===== config.mk =====
export PLATFORM = sky130hd
export DESIGN_NAME = id_ex_operand_stage
export DESIGN_NICKNAME = d
export VERILOG_FILES = /design/src/rtl/id_ex_operand_stage.sv
export SDC_FILE = /design/constraint.sdc
export NUM_CORES = 1
export LEC_CHECK = 0
export CORE_AREA = 3 3 143 145
export CTS_BUF_LIST = sky130_fd_sc_hd__clkbuf_8
export DETAILED_ROUTE_END_ITERATION = 12
export DIE_AREA = 0 0 146 148
export PLACE_DENSITY = 0.75
export SYNTH_ARGS = -nofsm -noshare
export SYNTH_HDL_FRONTEND = slang
export SYNTH_SLANG_ARGS = --single-unit

===== constraint.sdc =====
create_clock -name clk -period 3.1 [get_ports clk]
set_input_delay 0.62 -clock clk [delete_from_list [all_inputs] [get_ports clk]]
set_output_delay 0.62 -clock clk [all_outputs]
set_load 0.05 [all_outputs]

===== src/rtl/id_ex_operand_stage.sv =====
// ID/EX pipeline register with operand selection ahead of the ALU.
// Define OPERAND_FWD_EN to enable MEM/WB forwarding and WB refresh of a held entry.
module id_ex_operand_stage #(
  parameter int XLEN = 32,
  parameter int RA_W = 5
) (
  input  logic            clk,
  input  logic            rst_n,
  input  logic            flush,
  input  logic            in_valid,
  output logic            in_ready,
  input  logic [XLEN-1:0] in_pc,
  input  logic [XLEN-1:0] in_rs1_data,
  input  logic [XLEN-1:0] in_rs2_data,
  input  logic [XLEN-1:0] in_imm,
  input  logic [RA_W-1:0] in_rs1_addr,
  input  logic [RA_W-1:0] in_rs2_addr,
  input  logic [RA_W-1:0] in_rd_addr,
  input  logic [3:0]      in_alu_ctrl,
  input  logic            in_a_sel_pc,
  input  logic            in_b_sel_imm,
  input  logic            mem_we,
  input  logic [RA_W-1:0] mem_rd,
  input  logic [XLEN-1:0] mem_data,
  input  logic            wb_we,
  input  logic [RA_W-1:0] wb_rd,
  input  logic [XLEN-1:0] wb_data,
  output logic            out_valid,
  input  logic            out_ready,
  output logic [XLEN-1:0] SrcA,
  output logic [XLEN-1:0] SrcB,
  output logic [3:0]      ALUcontrol,
  output logic [RA_W-1:0] out_rd_addr,
  output logic [XLEN-1:0] out_store_data,
  output logic [XLEN-1:0] out_pc
);

  logic            capture;
  logic [XLEN-1:0] rs1v;
  logic [XLEN-1:0] rs2v;
  logic            refresh_rs1;
  logic            refresh_rs2;

  // A flush always opens the input so the redirected-away beat is swallowed.
  assign in_ready = flush | ~out_valid | out_ready;
  assign capture  = in_valid & in_ready & ~flush;

  always_comb begin
    rs1v = in_rs1_data;
    rs2v = in_rs2_data;
`ifdef OPERAND_FWD_EN
    if (mem_we && mem_rd == in_rs1_addr)     rs1v = mem_data;
    else if (wb_we && wb_rd == in_rs1_addr)  rs1v = wb_data;
    if (mem_we && mem_rd == in_rs2_addr)     rs2v = mem_data;
    else if (wb_we && wb_rd == in_rs2_addr)  rs2v = wb_data;
`endif
    if (in_rs1_addr == '0) rs1v = '0;
    if (in_rs2_addr == '0) rs2v = '0;
  end

`ifdef OPERAND_FWD_EN
  logic [RA_W-1:0] rs1_addr_q;
  logic [RA_W-1:0] rs2_addr_q;
  logic            a_sel_pc_q;
  logic            b_sel_imm_q;

  // Only WB is snooped while holding; MEM hazards during a stall belong to the interlock.
  assign refresh_rs1 = out_valid & ~out_ready & ~flush & wb_we &
                       (wb_rd == rs1_addr_q) & (rs1_addr_q != '0);
  assign refresh_rs2 = out_valid & ~out_ready & ~flush & wb_we &
                       (wb_rd == rs2_addr_q) & (rs2_addr_q != '0);

  always_ff @(posedge clk or negedge rst_n) begin
    if (!rst_n) begin
      rs1_addr_q  <= '0;
      rs2_addr_q  <= '0;
      a_sel_pc_q  <= 1'b0;
      b_sel_imm_q <= 1'b0;
    end else if (capture) begin
      rs1_addr_q  <= in_rs1_addr;
      rs2_addr_q  <= in_rs2_addr;
      a_sel_pc_q  <= in_a_sel_pc;
      b_sel_imm_q <= in_b_sel_imm;
    end
  end
`else
  logic unused_fwd;
  assign unused_fwd  = ^{mem_we, mem_rd, mem_data, wb_we, wb_rd, wb_data};
  assign refresh_rs1 = 1'b0;
  assign refresh_rs2 = 1'b0;
`endif

  always_ff @(posedge clk or negedge rst_n) begin
    if (!rst_n) begin
      out_valid      <= 1'b0;
      SrcA           <= '0;
      SrcB           <= '0;
      ALUcontrol     <= 4'b0000;
      out_rd_addr    <= '0;
      out_store_data <= '0;
      out_pc         <= '0;
    end else if (flush) begin
      out_valid <= 1'b0;
    end else if (capture) begin
      out_valid      <= 1'b1;
      SrcA           <= in_a_sel_pc ? in_pc : rs1v;
      SrcB           <= in_b_sel_imm ? in_imm : rs2v;
      ALUcontrol     <= in_alu_ctrl;
      out_rd_addr    <= in_rd_addr;
      out_store_data <= rs2v;
      out_pc         <= in_pc;
    end else begin
      if (out_valid && out_ready) out_valid <= 1'b0;
`ifdef OPERAND_FWD_EN
      if (refresh_rs1 && !a_sel_pc_q) SrcA <= wb_data;
      if (refresh_rs2) begin
        out_store_data <= wb_data;
        if (!b_sel_imm_q) SrcB <= wb_data;
      end
`endif
    end
  end

endmodule


* Word-level counts from Yosys, hierarchy flattened
Cells that the tools add are included. Widths: inputs -> output; s select.
Word-level totals: register bits after elaboration 138, input port bits 230, output and inout bits 139, logic and storage cells 25
Cells by class: muxes and demuxes 7, bitwise operators 6, reduce and logical (&&, ||, !) cells 5
Operators with widths (count):
- $mux 32 | 4
- $logic_not 5->1 | 2
- $mux 1 | 3
- $reduce_bool 3->1 | 1
- $and 1x1->1 | 2
- $not 1->1 | 2
- $or 1x1->1 | 2
- $reduce_and 2->1 | 1
- $logic_and 1x1->1 | 1

* Logic depth before layout (Yosys ltp)
Gate-level depths: netlist of run 1.
depth after elaboration 7, depth in mapped cells 7, mapped depth without buffers 3

* Worst setup path before layout of run 1
Ideal clock, no wire load.
path type input -> output, from in out_ready, to out in_ready, arrival time 1.514 ns, required time 2.480 ns, path slack 0.966 ns, stages on the path 4, buffers on the path 2, path through nand2b_1 buf_2 buf_1 or2_2
On the way: longest elaborated chain between the ends 1
RTL lines:
- from (decl) | RTL line 29 | input logic out_ready,
- $or 1x1->1 | RTL line 45 | assign in_ready = flush | ~out_valid | out_ready;
- to (decl) | RTL line 11 | output logic in_ready,
Every way passes these cells.

* Worst setup path after layout of run 1
from reg SrcA[2], to out SrcA[2]
RTL lines:
- from (decl) | RTL line 30 | output logic [XLEN-1:0] SrcA,
- from (signal assigned) | RTL line 106 | SrcA <= in_a_sel_pc ? in_pc : rs1v;
No word-level cell between the ends.

==> summary.md, run 1 <==
| Metric | Value |
|---|---|
| Post-layout nets | ~1100 |
| Largest net degree at the start of global routing | 98 |
| Longest Clk Path Bufs | 2 |
| DRT Pass-1 Iters | 5 |
| Fin crit period | ~2.4 ns |
| Post-Syn Area | approximately 0.0065 sq mm |
| Status | complete, no violations |
| Syn nets | between 800 and 900 |
| Synthesis-stage register bit count | between 100 and 150 |
| Port-buffer cells | 292 |
| Netlist cell types | 24 |
| Unrepaired setup endpoints after global routing | no |
| Vias in the first global route | around 6200 |
| Max-slew violations | 0 |
| Critical R2R Capture | out_store_data[26] |
| Post-CTS Setup Bufs | 0 |
| GRT overflow | 0 |
| DR vias | 5981 |
| Cells after Synth | roughly 640 |
| WP data arrival | ~1.7 ns |
| Clock edge transition at the registers on the reported setup and hold paths | 0.09 ns |
| Setup tns final | 0 ns |
| Most frequent cells in the layout | clkdlybuf4s50_1, dfrtp_1 |
| Crit share post-route | about three quarters |
| Max frequency | 0.4253 GHz |
| CP max-delay cell | clkdlybuf4s50_1 |
| Worst Setup Start Kind | register |
| Core Region | a little under 0.02 sq mm |
| Final setup fails | 0 |
| Max FO, Critical Path | 2 |
| Worst Setup End Kind | primary output |
| Synth Area per Inst | 10.26 sq um |
| Levels on crit path | 1 |
| Initial antenna violation count | 0 |
| Die H | about 150 um |
| Post-CTS Hold Fix Bufs | 0 |
| Die width | 146 um |
| Gr usage total | a little over 20% |
| Slowest stage delay, CP | 0.94 ns |
| RD Place Congestion | roughly 0.78 |
| Vias/cell | 5.090 |
| Clk Latency, worst-skew pair | 0.43 ns |
| CP Class | register to primary output |
| Max Cap Viol | 0 |
| Final Hold Fails | 0 |
| Post-Route WL | between 20000 and 25000 um |
| CTS tree | yes |
| Synth Warn # | 0 |
| Cells on worst reg2reg path | 4 |
| DRC Markers | 0 |
| End of the critical path | SrcA[2] |
| Final worst slack | 0.7488 ns |
| Cell family with most CP delay | buffers and inverters |
| Die area | 0.02161 sq mm |
| Post-cts resize count | 0 |
| First-pass GRT wire length | 35040 um |
| Leakage | 3.901 nW |
| CTS Sinks | around 140 |
| DP HPWL | approximately 15000 um |
| Drt initial violations | around 380 |
| Worst reg2reg path startpoint | out_valid |
| PD cells | 637.8 mW/mm^2 |
| # IOs | 369 |
| Dpl ws | 0.6284 ns |
| HP Class | input pin to async pin |
| Worst path bufs/invs | 1 |
| Layout cell share with drive strength beyond 1 | about 11% |
| Slew HR | 50.89% |
| Per-cell routed wire length | 18.56 um |
| # H-tree levels | 4 |
| Clock Skews | approximately 0.012 ns |
| Root cell of the clock tree | clkbuf_8 |
| Initial core utilization | between 30 and 40% |
| FF-to-FF setup slack | between 1 and 1.5 ns |
| Placed Area | 0.009594 sq mm |
| Std cell rows | 51 |
| Register area share after synthesis | a little over half |
| CTS Buf Count | 17 |
| Final instance area | around 0.01 sq mm |
| Routed Antenna Nets | 0 |
| Crit-path cells | clkdlybuf4s50_1 |
| Peak supply drop | 0.3141 mV |
| Antenna cell count | 0 |
| CP startpoint | SrcA[2] |
| Most common cell after layout, fill and taps aside | clkdlybuf4s50_1 |
| Worst Tran Pin Value | roughly 0.74 ns |
| Critical Path RT | ~2.5 ns |
| Syn-to-layout area delta | 53.32% |
[through the flow]
stage / util (%) / hold WS, ns / total power, mW / cells
5_1_grt: 51.80 / 0.2114 / 6.654 / 1175
4_1_cts: 51.80 / 0.1917 / 6.450 / 1175
6_report: 51.80 / 0.1936 / 6.388 / 1175
2_1_floorplan: - / 0.3244 / 3.807 / 637
3_5_place_dp: 49.62 / 0.4727 / 4.831 / 1144
3_3_place_gp: 49.62 / 0.4702 / 4.804 / 1144
[metal layers]
layer | wire length, um | GRT usage, %
met1 | 8835 | 24.71
met2 | 10260 | 32.05
met3 | 2221 | 8.308
met4 | 494 | 7.385
met5 | 0 | 0
[worst min-delay path by stage]
| stage | slack [ns] | end | start |
|---|---|---|---|
| floorplan | 0.32 | ALUcontrol[0] | rst_n |
| detailed placement | 0.47 | out_store_data[21] | out_store_data[21] |
| CTS | 0.19 | SrcB[17] | rst_n |
| finish | 0.19 | SrcB[17] | rst_n |
| global placement | 0.47 | out_store_data[19] | out_store_data[19] |
| global route | 0.21 | SrcB[17] | rst_n |
[registers in the layout, indices dropped and copies added (netlist names)]
name	flops
out_pc	32
ALUcontrol	4
out_valid	1
out_rd_addr	5
SrcA	32
out_store_data	32
SrcB	32
[cell type report]
class                           count  area [sq um]
Clock inverter                     11         146.4
Tap cell                          265         331.6
Multi-Input combinational cell    434          2698
Clock buffer                       20         275.3
Sequential cell                   138          3453
Fill cell                        1766          9319
Timing Repair Buffer              307          3112
[cell families after synthesis]
group	count (synthesis)	synth area share, %
buffers and inverters	65	6.167
AND/OR/NAND/NOR	168	13.39
multiplexers	41	7.068
flip-flops	138	52.86
AO/OA/AOI/OAI	225	20.51
[synth_stat cells]
master | number | area (sq um)
mux2_2 | 41 | 461.7
nor2_8 | 1 | 20.02
nand3_1 | 32 | 160.2
o2bb2ai_1 | 32 | 280.3
dfrtp_1 | 138 | 3453
nand2_2 | 1 | 6.260
o21ai_0 | 29 | 145.1
buf_4 | 6 | 45.04
o21ai_1 | 32 | 160.2
buf_6 | 15 | 168.9
a31oi_1 | 64 | 400.4
o21bai_1 | 1 | 7.510
buf_1 | 2 | 7.510
nand2_1 | 64 | 240.2
and2_1 | 1 | 6.260
a21oi_1 | 64 | 320.3
nand2b_1 | 1 | 6.260
buf_2 | 14 | 70.07
clkbuf_1 | 23 | 86.33
nor2b_1 | 65 | 406.6
or2_2 | 1 | 6.260
or4_4 | 2 | 22.52
o21ai_2 | 3 | 26.28
clkbuf_2 | 5 | 25.02
[where the power goes]
part           switching [mW]  internal [mW]  leakage [nW]
registers               0.162           2.10          1.61
clock network           0.749          0.857         0.216
logic                    1.60          0.923          2.08
total                    2.51           3.88          3.90
Note: power is estimated with default switching activity, not from simulation.
==> run 2, diff against run 1 <==
- PLACE_DENSITY: 0.75 -> 0.78
- clock period: 3.1 -> 2 ns (I/O delays scaled with it)
==> run 2 against run 1 <==
Compared with the run above: sequential power increased by 54%; largest cell class unchanged; via count increased by 0.94%; cell area increased by 0.45%; total power increased by 52%; clock-buffer cell count increased by 3; hold slack improved by 0.23 ns; critical path type is now input pin to primary output.
==> summary.md, run 2 (synthesized netlist as in run 1, its figures left out) <==
| Metric | Value |
|---|---|
| Max FO, Critical Path | 6 |
| Initial core utilization | between 30 and 40% |
| Syn-to-layout area delta | 54.01% |
| Post-CTS Setup Bufs | 0 |
| Drt initial violations | 275 |
| Clock Skews | approximately 0.011 ns |
| Worst Setup End Kind | primary output |
| Cells on worst reg2reg path | 4 |
| RD Place Congestion | approximately 0.85 |
| FF+latch area | 0.003453 sq mm |
| Most common cell after layout, fill and taps aside | clkdlybuf4s50_1 |
| Layout cell share with drive strength beyond 1 | 14.07% |
| Final hold slack | about 0.43 ns |
| HP Class | input pin to register |
| Worst reg2reg path startpoint | out_valid |
| Clock edge transition at the registers on the reported setup and hold paths | about 0.07 ns |
| Vias/cell | slightly above 5 |
| Multi-input logic area | 0.002693 sq mm |
| Final core occ | between 50 and 60% |
| Std cell rows | 51 |
| Die width | ~150 um |
| Antenna cell count | 0 |
| DR vias | 6037 |
| Root cell of the clock tree | clkbuf_8 |
| Max Cap Viol | 0 |
| Initial antenna violation count | 0 |
| Die area | between 0.02 and 0.025 sq mm |
| Max frequency | ~0.54 GHz |
| DRT Pass-1 Iters | 5 |
| DRC Markers | 0 |
| Critical Path RT | around 1.6 ns |
| GRT overflow | 0 |
| # IOs | around 370 |
| Die H | 148 um |
| Worst Tran Pin Value | about 0.55 ns |
| CP startpoint | out_ready |
| PD cells | 963.7 mW/mm^2 |
| Pwr Total | 9.696 mW |
| Gr usage total | 19.80% |
| Clk Latency, worst-skew pair | around 0.43 ns |
| # H-tree levels | 4 |
| Placed instance count | 1156 |
| DP HPWL | 15130 um |
| Worst Hold Depth | 3 |
| Final instance area | 0.01006 sq mm |
| Max-slew violations | 0 |
| Worst Setup Start Kind | input pin |
| Vias in the first global route | 6121 |
| Post-Route WL | between 20000 and 25000 um |
| Placed Area | about 0.0098 sq mm |
| Core Region | 0.01933 sq mm |
| Fin cells | around 1200 |
| Leakage | between 4 and 5 nW |
| Port-buffer cells | about 290 |
| Most frequent cells in the layout | clkdlybuf4s50_1, dfrtp_1, dlygate4sd2_1 |
| Post-layout nets | approximately 1100 |
| Routed Antenna Nets | 0 |
| Peak supply drop | between 0.4 and 0.5 mV |
| Unrepaired setup endpoints after global routing | no |
| CTS Sinks | roughly 140 |
| Largest net degree at the start of global routing | 70 |
| Final setup fails | 0 |
| Final Hold Fails | 0 |
| CTS Buf Count | 17 |
| CTS tree | yes |
| Status | complete, no violations |
| Per-cell routed wire length | roughly 18 um |
| Hold Path Origin | in_b_sel_imm |
| First-pass GRT wire length | 34430 um |
| Number of fillers in the final layout | 1776 |
| WP data arrival | approximately 1.5 ns |
| Longest Clk Path Bufs | 2 |
| Slew HR | a little under two thirds |
| CP Class | input pin to primary output |
| Crit share post-route | just over 90% |
| Fin crit period | ~1.9 ns |
==> run 2: timing repair <==
item	CTS	global route
setup endpoints to repair	122	0
hold buffers	1	0
resized for setup	122	0
hold endpoints to repair	41	0
==> run 2: path summary, 6_finish.rpt <==
kind	to	slack, ns
hold / removal	SrcB[1]	0.43
hold reg to reg	out_store_data[19]	0.49
setup / recovery	in_ready	0.15
min in group asynchronous	out_store_data[19]	0.47
setup reg to reg	out_pc[7]	0.65
max in group asynchronous	out_rd_addr[2]	0.94
==> run 2: critical path, stage by stage <==
cell	delay [ns]
clkdlybuf4s50_1	0.41
nand2b_4	0.18
or2_2	0.31
buf_12	0.16
==> run 2: report_power, final <==
part,internal (mW),total (mW),leakage (nW),switching (mW)
clock network,1.44,2.57,0.226,1.13
registers,3.25,3.49,1.61,0.240
logic,1.15,3.63,2.36,2.48
==> run 2: metal layers <==
| metal | GRT usage, % | wire length, um |
|---|---|---|
| met5 | 0 | 0 |
| met4 | 6.115 | 441 |
| met1 | 24.89 | 8828 |
| met2 | 32.33 | 10420 |
| met3 | 6.928 | 1935 |
==> run 2: stage by stage <==
stage	setup WS (ns)	setup TNS, ns
3_5_place_dp	-0.1463	-4.561
2_1_floorplan	0.1308	0
3_3_place_gp	-0.1215	-3.273
4_1_cts	0.1445	0
6_report	0.1480	0
5_1_grt	0.1102	0
==> run 2: area by class of cell <==
type / count / area share (%)
timing repair buffer: 320 / 31.13
multi-input combinational: 434 / 26.76
sequential: 138 / 34.32
clock inverter: 9 / 1.343
clock buffer: 23 / 3.146
tap: 265 / 3.296
==> run 3, diff against run 2 <==
- GPL_TIMING_DRIVEN: not set -> 0
- REMOVE_ABC_BUFFERS: not set -> 1
==> run 3 against run 2 <==
Compared with the run above: global-route usage is 0.63 points higher; combinational power hardly changed; cell count is 1.0% lower; critical path type is now input pin to register; worst setup slack worse by 0.14 ns; sequential share of layout area is 0.70 points higher; cell area is 2.0% lower; first-iteration DRC count is 11% higher; clock-buffer cell count is 4 lower.
==> summary.md, run 3 (synthesized netlist as in run 1, its figures left out) <==
| Metric | Value |
|---|---|
| Vias/cell | between 5 and 6 |
| Root cell of the clock tree | clkbuf_8 |
| Crit share post-route | between 90% and 100% |
| Antenna cell count | 0 |
| Clk Latency, worst-skew pair | approximately 0.43 ns |
| Post-Route WL | between 20000 and 25000 um |
| Layout cell share with drive strength beyond 1 | a little under an eighth |
| Clock edge transition at the registers on the reported setup and hold paths | 0.08 ns |
| Longest Clk Path Bufs | 2 |
| # IOs | 369 |
| Die area | 0.02161 sq mm |
| Largest net degree at the start of global routing | 83 |
| Most common cell after layout, fill and taps aside | clkdlybuf4s50_1 |
| Setup tns final | 0 ns |
| WP data arrival | around 2.3 ns |
| Gr usage total | around a fifth |
| Syn-to-layout area delta | 50.95% |
| CP dominant cell by count | buf_12 |
| FF-to-FF setup slack | between 0.15 and 0.2 ns |
| Unrepaired setup endpoints after global routing | yes |
| Status | complete, no violations |
| Worst Tran Pin Value | roughly 1.3 ns |
| Routed Antenna Nets | 0 |
| CP Class | input pin to register |
| Std cell rows | 51 |
| Die width | approximately 150 um |
| Multi-input logic area | around 0.0028 sq mm |
| Final core occ | between 50% and 60% |
| Critical R2R Capture | out_pc[29] |
| Worst Setup Start Kind | input pin |
| DP HPWL | roughly 14000 um |
| Worst Setup End Kind | register |
| Worst reg2reg path startpoint | out_valid |
| CTS tree | yes |
| Max FO, Critical Path | 37 |
| Worst path bufs/invs | 3 |
| Critical Path RT | ~2.3 ns |
| DRC Markers | 0 |
| Number of fillers in the final layout | 1806 |
| CTS Buf Count | 17 |
| Die H | 148 um |
| Vias in the first global route | 6305 |
| DRT Pass-1 Iters | 5 |
| Peak supply drop | ~0.46 mV |
| Cells on worst reg2reg path | 5 |
| Post-CTS Hold Fix Bufs | 0 |
| Clock Skews | 0.01016 ns |
| Leakage | approximately 4.1 nW |
| Slew HR | between 10% and 20% |
| First-pass GRT wire length | about 35000 um |
| RD Place Congestion | ~0.76 |
| Initial antenna violation count | 0 |
| CTS Sinks | ~140 |
| GRT overflow | 0 |
| Slowest stage delay, CP | a little under 0.6 ns |
| Core Region | 0.01933 sq mm |
| Cell family with most CP delay | buffers and inverters |
| Max-slew violations | 0 |
| Max frequency | 0.5018 GHz |
| Drt initial violations | 306 |
| DR vias | about 6100 |
| Crit-path cells | clkdlybuf4s50_1 > nor2b_4 > buf_12 > buf_12 > nand2_4 > mux2_2 |
| Per-cell routed wire length | slightly below 20 um |
| Levels on crit path | 6 |
| FF+latch area | roughly 0.0035 sq mm |
| Max Cap Viol | 0 |
| Initial core utilization | between 30% and 40% |
| Fin crit period | roughly 2 ns |
| Final Hold Fails | 0 |
| Port-buffer cells | just under 300 |
| CP max-delay cell | clkdlybuf4s50_1 |
| HP Class | input pin to async pin |
| # H-tree levels | 4 |
| Final setup fails | 0 |
| Post-layout nets | between 1000 and 1500 |
| Most frequent cells in the layout | clkdlybuf4s50_1, dfrtp_1, dlygate4sd2_1 |
| PD cells | 954.3 mW/mm^2 |
## run 3: final cells by class
type / instances / area share, %
well taps: 265 / 3.363
clock inverters: 11 / 1.231
flip-flops and latches: 138 / 35.02
clock buffers: 19 / 2.652
repair buffers: 304 / 29.70
multi-input cells: 440 / 28.03
## run 3: how the worst max path moves through the flow
stage	startpoint	end	slack [ns]
6_report	in_valid	out_pc[29]	0.007
5_1_grt	in_valid	out_pc[29]	-0.008
4_1_cts	out_ready	in_ready	0.01
3_5_place_dp	flush	out_pc[4]	-1.28
3_3_place_gp	in_valid	out_pc[0]	-8.25
2_1_floorplan	flush	out_pc[0]	-3.94
## run 3: timing repair
action / CTS / global route
pin swaps: 2 / 1
gates resized for setup: 145 / 2
cloned: 4 / 2
endpoints found under the setup margin: 276 / 27
buffers inserted: 6 / 0
## run 3: where the power goes
group / leakage (nW) / internal [mW] / switching, mW
sequential: 1.61 / 3.25 / 0.239
combinational: 2.30 / 1.11 / 2.51
clock: 0.200 / 1.17 / 1.14
## run 3: per-layer routing
layer | share of wire [%] | global-route usage [%]
met5 | 0 | 0
met3 | 8.4 | 6.530
met4 | 2.6 | 7.573
met2 | 49 | 34.40
met1 | 40 | 24.66
## run 3: per-stage QoR
| stage | hold WS (ns) | area (sq um) | setup slack, ns | instances | power, mW |
|---|---|---|---|---|---|
| 6_report | 0.02976 | 9861 | 0.007004 | 1177 | 9.410 |
| 5_1_grt | 0.05904 | 9861 | -0.007843 | 1177 | 9.810 |
| 4_1_cts | 0.03269 | 9837 | 0.01161 | 1175 | 9.504 |
| 3_5_place_dp | 0.4745 | 9528 | -1.283 | 1135 | 7.466 |
| 3_3_place_gp | 0.4704 | 9384 | -8.254 | 1129 | 7.405 |
| 2_1_floorplan | 0.1044 | 6130 | -3.941 | 572 | 5.812 |
